### src/rtl/operand_mux_pipe_pkg.sv
// Shared constants for the EX-stage operand selector: FSM encodings,
// forwarding channel indices and the default datapath width.
`ifndef OPERAND_MUX_PIPE_PKG_SV
`define OPERAND_MUX_PIPE_PKG_SV
package operand_mux_pipe_pkg;

  typedef enum logic [1:0] {
    OPMUX_EMPTY = 2'b00,
    OPMUX_BUSY  = 2'b01,
    OPMUX_FULL  = 2'b10
  } opmux_state_t;

  // Forwarding sources double as channel indices into the selector
  localparam int SEL_FORWARD_RAW = 0;
  localparam int SEL_FORWARD_EX  = 1;
  localparam int SEL_FORWARD_MEM = 2;

  localparam int DEFAULT_WORD_WIDTH = 32;

endpackage
`endif

### src/rtl/operand_mux_pipe_mux_n.sv
// Combinational N-way word select; out-of-range selects yield CONSTANT
// and raise err. Reusable anywhere a bounded forwarding mux is needed.
module mux_n #(
  parameter int WORD_WIDTH = 32,
  parameter int CHANNELS   = 4,
  parameter int SEL_WIDTH  = 2,
  parameter int CONSTANT   = 29
) (
  input  logic [CHANNELS*WORD_WIDTH-1:0] data,
  input  logic [SEL_WIDTH-1:0]           sel,
  output logic [WORD_WIDTH-1:0]          word,
  output logic                           err
);

  localparam logic [WORD_WIDTH-1:0] CONST_WORD = WORD_WIDTH'(CONSTANT);

  if (CHANNELS < 2 || CHANNELS > 16) begin : g_bad_channels
    $error("mux_n: CHANNELS=%0d outside 2..16", CHANNELS);
  end
  if ((1 << SEL_WIDTH) < CHANNELS) begin : g_bad_sel_width
    $error("mux_n: SEL_WIDTH=%0d cannot address %0d channels", SEL_WIDTH, CHANNELS);
  end

  // Default to the out-of-range result so every sel value is fully assigned
  always_comb begin
    word = CONST_WORD;
    err  = 1'b1;
    for (int k = 0; k < CHANNELS; k++) begin
      if (sel == SEL_WIDTH'(k)) begin
        word = data[k*WORD_WIDTH +: WORD_WIDTH];
        err  = 1'b0;
      end
    end
  end

endmodule

### src/rtl/operand_mux_pipe.sv
// Registered operand selector with a 2-entry skid buffer on valid/ready.
// Define OPERAND_MUX_ERRCNT_EN to build the saturating out-of-range counter.
module operand_mux_pipe
  import operand_mux_pipe_pkg::*;
#(
  parameter int WORD_WIDTH = DEFAULT_WORD_WIDTH,
  parameter int CHANNELS   = 4,
  parameter int SEL_WIDTH  = 2,
  parameter int CONSTANT   = 29
) (
  input  logic                           clk,
  input  logic                           rst_n,
  input  logic [CHANNELS*WORD_WIDTH-1:0] in_data,
  input  logic [SEL_WIDTH-1:0]           in_sel,
  input  logic                           in_valid,
  output logic                           in_ready,
  input  logic                           flush,
  output logic [WORD_WIDTH-1:0]          out_data,
  output logic [SEL_WIDTH-1:0]           out_sel,
  output logic                           out_sel_err,
  output logic                           out_valid,
  input  logic                           out_ready,
  output logic [7:0]                     err_count
);

  typedef struct packed {
    logic [WORD_WIDTH-1:0] data;
    logic [SEL_WIDTH-1:0]  sel;
    logic                  err;
  } beat_t;

  opmux_state_t          state;
  beat_t                 main_q;
  beat_t                 skid_q;
  beat_t                 new_beat;
  logic [WORD_WIDTH-1:0] sel_word;
  logic                  sel_err;
  logic                  accept;
  logic                  emit;

  mux_n #(
    .WORD_WIDTH (WORD_WIDTH),
    .CHANNELS   (CHANNELS),
    .SEL_WIDTH  (SEL_WIDTH),
    .CONSTANT   (CONSTANT)
  ) u_mux (
    .data (in_data),
    .sel  (in_sel),
    .word (sel_word),
    .err  (sel_err)
  );

  assign new_beat = '{data: sel_word, sel: in_sel, err: sel_err};
  assign accept   = in_valid && in_ready;
  assign emit     = out_valid && out_ready;

  // in_ready and out_valid are kept as flops that track the next state
  always_ff @(posedge clk or negedge rst_n) begin
    if (!rst_n) begin
      state     <= OPMUX_EMPTY;
      main_q    <= '0;
      skid_q    <= '0;
      in_ready  <= 1'b1;
      out_valid <= 1'b0;
    end else if (flush) begin
      state     <= OPMUX_EMPTY;
      skid_q    <= '0;
      in_ready  <= 1'b1;
      out_valid <= 1'b0;
    end else begin
      case (state)
        OPMUX_EMPTY: begin
          if (accept) begin
            main_q    <= new_beat;
            state     <= OPMUX_BUSY;
            out_valid <= 1'b1;
          end
        end
        OPMUX_BUSY: begin
          if (accept && emit) begin
            main_q <= new_beat;
          end else if (accept) begin
            skid_q   <= new_beat;
            state    <= OPMUX_FULL;
            in_ready <= 1'b0;
          end else if (emit) begin
            state     <= OPMUX_EMPTY;
            out_valid <= 1'b0;
          end
        end
        OPMUX_FULL: begin
          if (emit) begin
            main_q   <= skid_q;
            state    <= OPMUX_BUSY;
            in_ready <= 1'b1;
          end
        end
        default: begin
          state     <= OPMUX_EMPTY;
          in_ready  <= 1'b1;
          out_valid <= 1'b0;
        end
      endcase
    end
  end

  assign out_data    = main_q.data;
  assign out_sel     = main_q.sel;
  assign out_sel_err = main_q.err;

`ifdef OPERAND_MUX_ERRCNT_EN
  // Beats dropped by a flush are never counted
  always_ff @(posedge clk or negedge rst_n) begin
    if (!rst_n) begin
      err_count <= 8'd0;
    end else if (flush) begin
      err_count <= 8'd0;
    end else if (accept && sel_err && err_count != 8'hFF) begin
      err_count <= err_count + 8'd1;
    end
  end
`else
  assign err_count = 8'd0;
`endif

endmodule

### config.mk
export PLATFORM = sky130hd
export DESIGN_NAME = operand_mux_pipe
export DESIGN_NICKNAME = d
export VERILOG_FILES = /design/src/rtl/operand_mux_pipe_pkg.sv /design/src/rtl/operand_mux_pipe_mux_n.sv /design/src/rtl/operand_mux_pipe.sv
export SDC_FILE = /design/constraint.sdc
export NUM_CORES = 1
export LEC_CHECK = 0
export CORE_MARGIN = 2
export CORE_UTILIZATION = 48
export CTS_CLUSTER_DIAMETER = 120
export DETAILED_ROUTE_END_ITERATION = 8
export HOLD_SLACK_MARGIN = 0.03
export PLACE_DENSITY = 0.88
export SETUP_SLACK_MARGIN = 0.2
export SYNTH_ARGS = -nofsm -noshare
export SYNTH_HDL_FRONTEND = slang
export SYNTH_HIERARCHICAL = 1
export SYNTH_SLANG_ARGS = --single-unit
### constraint.sdc
create_clock -name clk -period 3.55 [get_ports clk]
set_clock_uncertainty 0.15 [all_clocks]
set_input_delay 0.5325 -clock clk [delete_from_list [all_inputs] [get_ports clk]]
set_output_delay 0.5325 -clock clk [all_outputs]
set_load 0.02 [all_outputs]
## Word level (Yosys, flattened, before mapping)

Index checks and enable logic that the tools add are counted.

- Register bits: 74
- Input port bits: 135
- Output and inout port bits: 45

- Equal/unequal tests: 18
- Muxes and demuxes: 33
- Bitwise gates (word level): 1
- Reductions and logical operators: 13

Operator list:

| cell | count |
|---|---|
| two-way mux 35 bit | 6 |
| two-way mux 32 bit | 4 |
| one-hot mux 35 bit (3 select lines) | 1 |
| inequality test 3 bit, second input constant | 6 |
| two-way mux 1 bit | 13 |
| two-way mux 2 bit | 6 |
| inequality test 2 bit, second input constant | 6 |
| AND reduction 5 bit | 2 |
| AND reduction 4 bit | 2 |
| equality test 2 bit, second input constant | 3 |
| one-hot mux 1 bit (3 select lines) | 2 |
| one-hot mux 2 bit (3 select lines) | 1 |
| equality test 2 x 1 -> 1 bit, second input constant | 2 |
| logical NOT 2 bit | 2 |
| inequality test 4 bit, second input constant | 1 |
| nonzero test 2 bit | 2 |
| logical AND 1 bit | 3 |
| AND reduction 3 bit | 1 |
| nonzero test 3 bit | 1 |
| inverter 1 bit | 1 |

## Longest topological paths before layout

- Depth in word-level cells: 9
- Mapped depth: 6

## Modules after synthesis

Netlist, hierarchy kept.

By module, submodules not included:

| module | instances | cells each | area each (um2) |
|---|---|---|---|
| operand_mux_pipe | 1 | 310 | 3674.8 |
| mux_n | 1 | 41 | 825.8 |

## Least setup slack after synthesis

No wires, ideal clock.

- Kind: input -> register
- From: in in_sel[0]
- To: reg main_q (netlist bit out_data[22])
- Library setup time: 0.125 ns
- Arrival time: 1.801 ns
- Required time: 3.275 ns
- Path slack: 1.475 ns
- Cell stages on the path: 5
- Path buffers: 2
- Cells stage by stage: buf_6 buf_12 mux4_2 mux2_2 mux2_2

- Longest elaborated chain between the ends: 7
- Elaborated cells on any way between the ends: 11
- Those cells by class: eq/ne (3); mux (7); reduce/logical (1)

RTL lines:

| element | RTL line | text |
|---|---|---|
| start, declared | operand_mux_pipe.sv:14 | `input logic [SEL_WIDTH-1:0] in_sel,` |
| logical NOT 2 bit | operand_mux_pipe_mux_n.sv:29 | `if (sel == SEL_WIDTH'(k)) begin` |
| two-way mux 32 bit (3 in a row) | operand_mux_pipe_mux_n.sv:29 |  |
| two-way mux 32 bit * | operand_mux_pipe_mux_n.sv:29 |  |
| named net sel_word[22] | operand_mux_pipe.sv:36 | `logic [WORD_WIDTH-1:0] sel_word;` |
| two-way mux 35 bit, on equally long branches | operand_mux_pipe.sv:80, operand_mux_pipe.sv:73 |  |
| one-hot mux 35 bit (3 select lines) * | operand_mux_pipe.sv:71 | `case (state)` |
| end signal, assigned | operand_mux_pipe.sv:74 | `main_q <= new_beat;` |
| end signal, assigned | operand_mux_pipe.sv:81 | `main_q <= new_beat;` |
| end signal, assigned | operand_mux_pipe.sv:93 | `main_q <= skid_q;` |
| end, declared | operand_mux_pipe.sv:33 | `beat_t main_q;` |

The timed path passes the listed nets; every way through them passes the cells marked *. The select of a mux whose other input is x is not followed.
A chain may end at the register's enable or synchronous reset.

## Final worst setup path

- From: reg state[0]
- To: reg main_q (netlist bit out_data[25])

- Longest elaborated chain between the ends: 3
- Elaborated cells on any way between the ends: 9
- Those cells by class: eq/ne (5); mux (1); reduce/logical (3)

RTL lines:

| element | RTL line | text |
|---|---|---|
| start, declared | operand_mux_pipe.sv:32 | `opmux_state_t state;` |
| start signal, assigned | operand_mux_pipe.sv:60 | `state <= OPMUX_EMPTY;` |
| start signal, assigned | operand_mux_pipe.sv:66 | `state <= OPMUX_EMPTY;` |
| start signal, assigned | operand_mux_pipe.sv:75 | `state <= OPMUX_BUSY;` |
| equality test 2 x 1 -> 1 bit, or another cell as far along | operand_mux_pipe.sv:71 |  |
| inequality test 2 bit (no source line) / nonzero test 3 bit (equally long branches) | n/a |  |
| AND reduction 5 bit (no source line) | n/a |  |

Several ways; a longest one is shown, not always the timed one.

==> qor.csv <==
metric;value;unit
Net Sw Power;0.00116;W
CP max stage delay;0.64;ns
Synth cell types;30;
Worst IR Drop VDD;0.385;mV
Crit path max-delay family;simple AND/OR/NAND/NOR gates;
Syn Area/Cell;12.8;um2
CTS tree;done;
path type of the worst setup path;reg -> reg;
Worst Slack Setup Final;1.12;ns
die boundary height;101;um
critical path peak fanout;24;
Final Critical Period;2.43;ns
CP required;3.63;ns
Comb power frac;0.466;
share of post-route cells with drive strength above 1;0.255;
DP Worst Slack;0.972;ns
worst r2r src;state[0]$_DFFE_PN0P_;
DRC;0;
switch share;0.340;
IO Count;180;
DR vias/cell;5.83;
Multi-input gate area;2350;um2
max-slew violations;0;
Fillers;665;
Clock power frac;0.172;
MaxCap Viol Count;0;
Post-CTS Resized;0;
IO buf count;171;
Die ar.;10200;um2
clk_lat worst skew;0.35;ns
Final Routed Wirelength;12200;um
Worst-path clk slew;0.08;ns
CTS max path bufs;2;
fmax;0.412;GHz
Final Wtd Congestion;0.744;
H-tree Lvls;3;
Worst-Margin Slew;0.919;ns
num rows;35;
Setup crit start;state[0]$_DFFE_PN0P_;
clock sink total;74;
Syn Inst Count;351;
RSZ-0062 raised after global routing;false;
Initial Utilization;0.492;
commonest non-fill, non-tap cell in the layout;clkdlybuf4s50_1;
nets;640;
Pwr Density;542;nW/um2
violation count after the first detailed-route iteration;189;
worst path bufs/invs;1;
Slowest-stage cell, CP;nor2b_4;
Final Hold Viols;0;
crit start category;flop;
pin count of the biggest net entering global routing;75;
Internal;0.00226;W
CTS Hold Bufs;0;
period utilization;0.684;
Congestion Overflow GR;0;
Sequential Power Share;0.362;
P&R area growth vs syn;40.1;%
worst hold path type;in -> async;
Die X;101;um
Setup Buffers After CTS;0;
Diodes inserted;0;
TritonCTS Buffers;9;
P_leak;2.52;nW
status;complete, no violations;
Synth Register Bits;74;
# setup viols final;0;
Worst slew margin;0.387;
vias in the first global route;4050;
post-route ant nets;0;
initial antenna violation count;0;
sequential-to-total area share from yosys stat;0.412;
YS warnings;6;
DP HPWL;8400;um
Critical Path AT;2.51;ns
CORE AREA;9150;um2
routed len/inst;19.7;um
commonest non-fill, non-tap cells in the layout;168 x clkdlybuf4s50_1, 73 x dfrtp_1, 40 x mux2_2, 37 x a21oi_1;
endpoint type of the worst setup path;flop;
vias;3613;
drt pass-1 iters;4;
sequential standard cell area;1850;um2
Total Routing Usage GR;0.249;
Hold Slack;0.149;ns
clk root buf;clkbuf_8;
TNS Setup;0;ns
first-pass GRT wire length;19600;um
Synth Cell Area;4500;um2
worst-path cell chain;nor2b_4 -> a32o_2 -> buf_4 -> mux2_2;
PnR Total Power;0.00342;W
final timing paths:
check                                            to  slack (ns)  cells past startpoint
max                        out_data[25]$_DFFE_PN0P_        1.12                      4
min                           skid_q[4]$_DFFE_PN0P_        0.15                      1
max reg2reg                out_data[25]$_DFFE_PN0P_        1.12                      4
min reg2reg                out_data[11]$_DFFE_PN0P_        0.36                      1
max in group asynchronous  out_data[26]$_DFFE_PN0P_        2.49                      1
min in group clk           out_data[11]$_DFFE_PN0P_        0.36                      1
cell usage after synthesis:
library cell  instances  area [um2]
nor2_1                1        3.75
a21bo_1               1        10.0
o2111a_1              1        11.3
and3b_1               2        17.5
nor2b_1               1        6.26
buf_6                 3        33.8
a311o_1               1        10.0
clkbuf_1             18        67.6
buf_2                 7        35.0
mux2_4               30         450
a32o_1                1        10.0
nand2_1               3        11.3
a21oi_1              37         185
a211o_1               1        8.76
nand3_1              36         180
conb_1                2        7.51
buf_12                6         120
mux2_2               40         450
buf_4                 9        67.6
a211oi_1              2        15.0
mux4_2               30         676
nand3b_1              1        7.51
mux4_1                2        52.6
o21ai_0              36         180
dfrtp_1              73        1830
inv_1                 3        11.3
a21o_1                1        7.51
dfstp_2               1        26.3
buf_1                 1        3.75
a21boi_1              1        7.51
state kept, by name (all words and copies together), names as in the netlist:
name / cells
in_ready: 1
out_data: 32
out_sel: 2
out_sel_err: 1
out_valid: 1
skid_q: 35
state: 2
through the flow:
| step | std cells | util | instance area, um2 |
|---|---|---|---|
| floorplan | 358 | - | 4530 |
| global placement | 605 | 0.671 | 6140 |
| detailed placement | 605 | 0.671 | 6140 |
| CTS | 620 | 0.689 | 6310 |
| global route | 620 | 0.689 | 6310 |
| finish | 620 | 0.689 | 6310 |
logic make-up (layout without fill, tap and decap cells):
family | after synthesis | in the layout | share of synthesized area
simple gates | 44 | 44 | 0.0503
mux | 102 | 102 | 0.362
other cells | 2 | 9 | 0.00167
compound gates | 82 | 82 | 0.0990
buf+inv | 47 | 198 | 0.0753
flops | 74 | 74 | 0.412
final cells by class:
class                   instances  share of cell area
well taps                     111              0.0220
repair buffers                180               0.282
flip-flops and latches         74               0.294
inverters                       3             0.00179
multi-input cells             237               0.373
clock buffers                  12              0.0246
clock inverters                 3             0.00238
per-layer routing:
metal	vias to the layer above	wire [um]	GRT usage
li1	1611	-	-
met1	1823	4510	0.278
met2	162	6660	0.467
met3	17	844	0.0430
met4	0	198	0.0980
met5	-	0	0
power by group through the flow:
stage / Sequential, W / Clock (W) / Combinational [W]
after floorplan: 0.00147 / 0 / 0.000653
after global placement: 0.00124 / 0 / 0.00155
after detailed placement: 0.00124 / 0 / 0.00160
after CTS: 0.00124 / 0.000599 / 0.00160
after global routing: 0.00127 / 0.000626 / 0.00168
final: 0.00124 / 0.000589 / 0.00159
Note: power is estimated with default switching activity, not from simulation.
